File: src/rtl/mips32_issue_ctrl.sv
// Feeds R-type words from a small FIFO into the mips32 instruction input, one per clk,
// under start/stop control. Unsupported encodings are issued as NOP and counted.
module mips32_issue_ctrl #(
    parameter int DEPTH = 8,
    parameter int CNT_W = 16
) (
    input  logic                     clk,
    input  logic                     reset,
    input  logic                     in_valid,
    input  logic [31:0]              in_instr,
    output logic                     in_ready,
    input  logic                     start,
    input  logic                     stop,
    output logic [31:0]              instruction,
    output logic                     issue_valid,
    output logic                     illegal,
    output logic                     busy,
    output logic                     done,
    output logic [$clog2(DEPTH):0]   fifo_level,
    output logic [CNT_W-1:0]         issued_count,
    output logic [CNT_W-1:0]         illegal_count
);

    // state   | meaning
    // S_IDLE  | holding, no pops; start -> S_RUN
    // S_RUN   | popping whenever not empty; stop -> S_DRAIN (stop beats start)
    // S_DRAIN | pushes blocked, popping until empty, then S_IDLE with a done pulse

    localparam int AW = $clog2(DEPTH);
    localparam logic [AW:0] FULL_LVL = (AW+1)'(DEPTH);

    typedef enum logic [1:0] {S_IDLE, S_RUN, S_DRAIN} state_t;

    state_t          r_state;
    state_t          w_state_nxt;
    logic [31:0]     r_mem [DEPTH];
    logic [AW-1:0]   r_wr_ptr;
    logic [AW-1:0]   r_rd_ptr;
    logic [AW:0]     r_level;
    logic [31:0]     r_instruction;
    logic            r_issue_valid;
    logic            r_illegal;
    logic            r_busy;
    logic            r_done;
    logic [CNT_W-1:0] r_issued_count;
    logic [CNT_W-1:0] r_illegal_count;

    logic            w_full;
    logic            w_empty;
    logic            w_in_ready;
    logic            w_push;
    logic            w_pop;
    logic            w_done_nxt;
    logic            w_busy_nxt;
    logic [31:0]     w_head;
    logic            w_head_legal;

    function automatic logic f_legal(input logic [31:0] w);
        logic ok;
        ok = 1'b0;
        if (w[31:26] == 6'h00) begin
            case (w[5:0])
                6'h20, 6'h21, 6'h22, 6'h23, 6'h24, 6'h25,
                6'h27, 6'h2B, 6'h00, 6'h02, 6'h03: ok = 1'b1;
                default:                          ok = 1'b0;
            endcase
        end
        return ok;
    endfunction

    assign w_full       = (r_level == FULL_LVL);
    assign w_empty      = (r_level == '0);
    assign w_push       = in_valid && w_in_ready;
    assign w_head       = r_mem[r_rd_ptr];
    assign w_head_legal = f_legal(w_head);

    // FSM: state register
    always_ff @(posedge clk) begin
        if (reset) begin
            r_state <= S_IDLE;
            r_busy  <= 1'b0;
            r_done  <= 1'b0;
        end else begin
            r_state <= w_state_nxt;
            r_busy  <= w_busy_nxt;
            r_done  <= w_done_nxt;
        end
    end

    // FSM: next state
    always_comb begin
        w_state_nxt = r_state;
        case (r_state)
            S_IDLE:  if (start)   w_state_nxt = S_RUN;
            S_RUN:   if (stop)    w_state_nxt = S_DRAIN;
            S_DRAIN: if (w_empty) w_state_nxt = S_IDLE;
            default:              w_state_nxt = S_IDLE;
        endcase
    end

    // FSM: outputs
    always_comb begin
        w_in_ready = !w_full && (r_state != S_DRAIN);
        w_pop      = ((r_state == S_RUN) || (r_state == S_DRAIN)) && !w_empty;
        w_done_nxt = (r_state == S_DRAIN) && w_empty;
        w_busy_nxt = (w_state_nxt != S_IDLE);
    end

    // Storage carries no reset; only pointers and level define occupancy.
    always_ff @(posedge clk) begin
        if (w_push) begin
            r_mem[r_wr_ptr] <= in_instr;
        end
    end

    always_ff @(posedge clk) begin
        if (reset) begin
            r_wr_ptr <= '0;
            r_rd_ptr <= '0;
            r_level  <= '0;
        end else begin
            if (w_push) r_wr_ptr <= r_wr_ptr + 1'b1;
            if (w_pop)  r_rd_ptr <= r_rd_ptr + 1'b1;
            case ({w_push, w_pop})
                2'b10:   r_level <= r_level + 1'b1;
                2'b01:   r_level <= r_level - 1'b1;
                default: r_level <= r_level;
            endcase
        end
    end

    always_ff @(posedge clk) begin
        if (reset) begin
            r_instruction   <= '0;
            r_issue_valid   <= 1'b0;
            r_illegal       <= 1'b0;
            r_issued_count  <= '0;
            r_illegal_count <= '0;
        end else begin
            r_instruction <= (w_pop && w_head_legal) ? w_head : 32'h0000_0000;
            r_issue_valid <= w_pop;
            r_illegal     <= w_pop && !w_head_legal;
            if (w_pop && (r_issued_count != '1)) begin
                r_issued_count <= r_issued_count + 1'b1;
            end
            if (w_pop && !w_head_legal && (r_illegal_count != '1)) begin
                r_illegal_count <= r_illegal_count + 1'b1;
            end
        end
    end

    assign in_ready      = w_in_ready;
    assign instruction   = r_instruction;
    assign issue_valid   = r_issue_valid;
    assign illegal       = r_illegal;
    assign busy          = r_busy;
    assign done          = r_done;
    assign fifo_level    = r_level;
    assign issued_count  = r_issued_count;
    assign illegal_count = r_illegal_count;

endmodule

File: config.mk
export PLATFORM = sky130hd
export DESIGN_NAME = mips32_issue_ctrl
export DESIGN_NICKNAME = d
export VERILOG_FILES = /design/src/rtl/mips32_issue_ctrl.sv
export SDC_FILE = /design/constraint.sdc
export NUM_CORES = 1
export LEC_CHECK = 0
export BUFFER_PORTS_ARGS = -buffer_cell sky130_fd_sc_hd__buf_2
export CORE_MARGIN = 4
export CORE_UTILIZATION = 40
export CTS_CLUSTER_SIZE = 28
export DETAILED_ROUTE_END_ITERATION = 8
export SYNTH_ARGS = -nofsm -noshare
export SYNTH_HDL_FRONTEND = slang
export SYNTH_SLANG_ARGS = --single-unit
File: constraint.sdc
create_clock -name clk -period 5.9 [get_ports clk]
set_clock_uncertainty 0.2 [all_clocks]
set_input_delay 0.295 -clock clk [delete_from_list [all_inputs] [get_ports clk]]
set_output_delay 0.295 -clock clk [all_outputs]
set_load 0.02 [all_outputs]
==> impl_metrics.ini <==
[status]
status = completed

[min_path]
min-delay-path-class = in2reg
holdPathStages = 4

[sta]
post-route-min-period_ps = 4299
max_freq_mhz = 232.6
maxSlewHeadroom_pct = 32.59
timing.final.crit_share_pct = 72.87
tightest_slew_ps = 1011
hold_viol_final = 0
setup_viol_count_final = 0
hold_ws_ps = 56.18
rsz0062_at_grt = no
slew_viol_final = 0
setup_tns_ps = 0
fin_ws_ps = 1601

[setup_path]
max_stage_delay_ps = 980
cp_top_family = compound AO/OA/AOI/OAI gates
cp_max_fo = 37
path_class = reg2reg
timing.critical_path.arrival_ps = 4500
cp-end-kind = flop
r2r-end = illegal_count[0]$_SDFFE_PP0P_
worst_path_max_delay_cell = dfxtp_2
ff2ff_path_depth = 9
start_kind = flop
path_cells = buf_4 -> nor4b_1 -> nor2_1 -> nor3_1 -> o22ai_1 -> a2111oi_4 -> buf_4 -> nor2_2 -> mux2_4
crit_top_cell = buf_4
r2r_setup_slack_ps = 1600
worstSetupEndpoint = illegal_count[0]$_SDFFE_PP0P_
path_buf_inv = 2
crit_cells = 9
cp.required_ps = 6100

[cts]
cts_root_buffer = clkbuf_16
post_cts_buffers = 0
clockBufferDepth = 3
cts_tree = built
htreeDepth = 2
insertion_delay_ps = 510
clk_pin_slew_ps = 60
numCtsBuffers = 36
cts.sinks = 339
cts_resized = 0

[grt]
grt_max_degree = 52
grt_overflow = 0
grt_first_pass_wirelength_um = 39870
antenna_found_initial = 2
grt_pass1_vias = 7065
grt_usage_pct = 14.78

[layout]
drive_gt1_share_pct = 26.72
area_growth_syn_to_layout_pct = 20.92
multiInputGateArea_um2 = 3246
fin_cells = 1345
final_util_pct = 49.54
nets = 968
regArea_um2 = 9355
num-fill-cells = 2544

[synthesis]
ys_warn_count = 0
avgSynthCellArea_um2 = 17.04
ys_seq_area_share_pct = 73.63
yosysMostFrequentCell = edfxtp_1
synth_top_cell_by_area = edfxtp_1
ys_seq_elements = 339
syn-cell-area_um2 = 12700
syn_inst = 745
async_reset_ff_share_pct = 0
netlist.area_leader.share_pct = 60.54
synthTopCellsByCount = edfxtp_1, dfxtp_1, nor2_1
synth-main-ff-cell = edfxtp_1
yosysUniqueCellTypes = 55
ys_top_cells_by_area = edfxtp_1, dfxtp_1, mux4_2, nor2_1, mux2i_1
synth_edf_count = 256

[drt]
num_vias = 6792
dr.pass1.iters = 5
drtIter0Drc = 415
avgViaCountPerCell = 5.050
remaining_drc_errors = 0
wl_per_cell_um = 18.93
finalWirelength_um = 25470
final_antenna_net_count = 0

[flow_run]
cap_violations = 0

[pwr]
p_leak_uw = 0.005333
powerDensity_nw_per_um2 = 355.1
irDropWorstVdd_v = 0.0002457

[placed_design]
dp_hpwl_um = 14690
dp.cells = 1242
place_ws_ps = 1572
gp_congestion = 0.7347
portBuffers = 109

[die]
num_rows = 64
die_width_um = 186.2
die_height_um = 186.2
initial_utilization_pct = 40.97
core_um2 = 30990
dieArea_um2 = 34660
io_pins = 110
kinds of logic (layout without fill, tap and decap cells):
| kind of cell | after synthesis | in the layout | share of synthesized area (%) |
|---|---|---|---|
| flip-flops | 339 | 339 | 73.63 |
| AND/OR/NAND/NOR | 197 | 197 | 7.657 |
| multiplexers | 84 | 84 | 11.83 |
| AO/OA/AOI/OAI | 52 | 52 | 2.779 |
| buffers and inverters | 40 | 236 | 1.458 |
| XOR/XNOR | 20 | 20 | 1.380 |
| adder cells (fa/ha/maj) | 12 | 12 | 1.242 |
| other | 1 | 9 | 0.02953 |
worst reg2reg max path, stage by stage, from the launching register on:
cell	delay [ps]
dfxtp_2	980
buf_4	440
nor4b_1	300
nor2_1	110
nor3_1	260
o22ai_1	210
a2111oi_4	980
buf_4	310
nor2_2	70
mux2_4	310
registers in the layout, summed over array words and instances (netlist names), 2 cells and up, named ones only:
signal,cells
r_mem,256
r_state,2
fifo_level,4
r_rd_ptr,3
illegal_count,16
r_wr_ptr,3
issued_count,16
instruction,32
cell usage in the layout (no fill, tap or decap), drive strengths merged, types with 14 or more instances in the layout:
| cell | instances |
|---|---|
| a21oi | 21 |
| buf | 124 |
| clkbuf | 50 |
| dfxtp | 83 |
| dlygate4sd3 | 35 |
| edfxtp | 256 |
| mux2i | 24 |
| mux4 | 51 |
| nand2 | 24 |
| nand3 | 17 |
| nor2 | 74 |
| nor3 | 20 |
| xor2 | 14 |
how the worst min path moves through the flow:
stage | startpoint | to
final | in_valid | r_wr_ptr[1]$_SDFFE_PP0P_
after global routing | in_valid | r_wr_ptr[1]$_SDFFE_PP0P_
after CTS | in_valid | r_wr_ptr[1]$_SDFFE_PP0P_
after detailed placement | r_wr_ptr[0]$_SDFFE_PP0P_ | r_wr_ptr[0]$_SDFFE_PP0P_
after global placement | r_wr_ptr[0]$_SDFFE_PP0P_ | r_wr_ptr[0]$_SDFFE_PP0P_
after floorplan | reset | r_state[1]$_SDFF_PP0_
per-stage QoR:
| stage | area, um2 | power [uW] |
|---|---|---|
| CTS | 15350 | 5522 |
| floorplan | 12720 | 3085 |
| finish | 15350 | 5452 |
| global route | 15350 | 5672 |
| global placement | 13800 | 3229 |
| detailed placement | 13800 | 3237 |
power breakdown:
part	internal, uW	total (uW)	switching [uW]
logic	229	485	256
clock network	1370	2260	892
registers	2640	2710	65.1
timing repair:
item	4_1_cts	5_1_grt
endpoints found under the hold margin	258	0
endpoints found under the setup margin	0	0
hold buffers	35	0
layout make-up:
cell class                      instances  share of cell area [%]
Antenna cell                            2                 0.03260
Clock buffer                           50                   6.471
Clock inverter                         16                   1.361
Inverter                               11                  0.2689
Multi-Input combinational cell        372                   21.14
Sequential cell                       339                   60.93
Tap cell                              396                   3.227
Timing Repair Buffer                  159                   6.568
metal layers:
metal / GRT usage, % / up-vias / routed length, um
met5: 0 / - / 0
met4: 3.410 / 0 / 359
met3: 2.781 / 33 / 1274
met2: 24.81 / 148 / 12420
met1: 20.27 / 3386 / 11410
li1: - / 3225 / -
(Power assumes the default switching activity.)
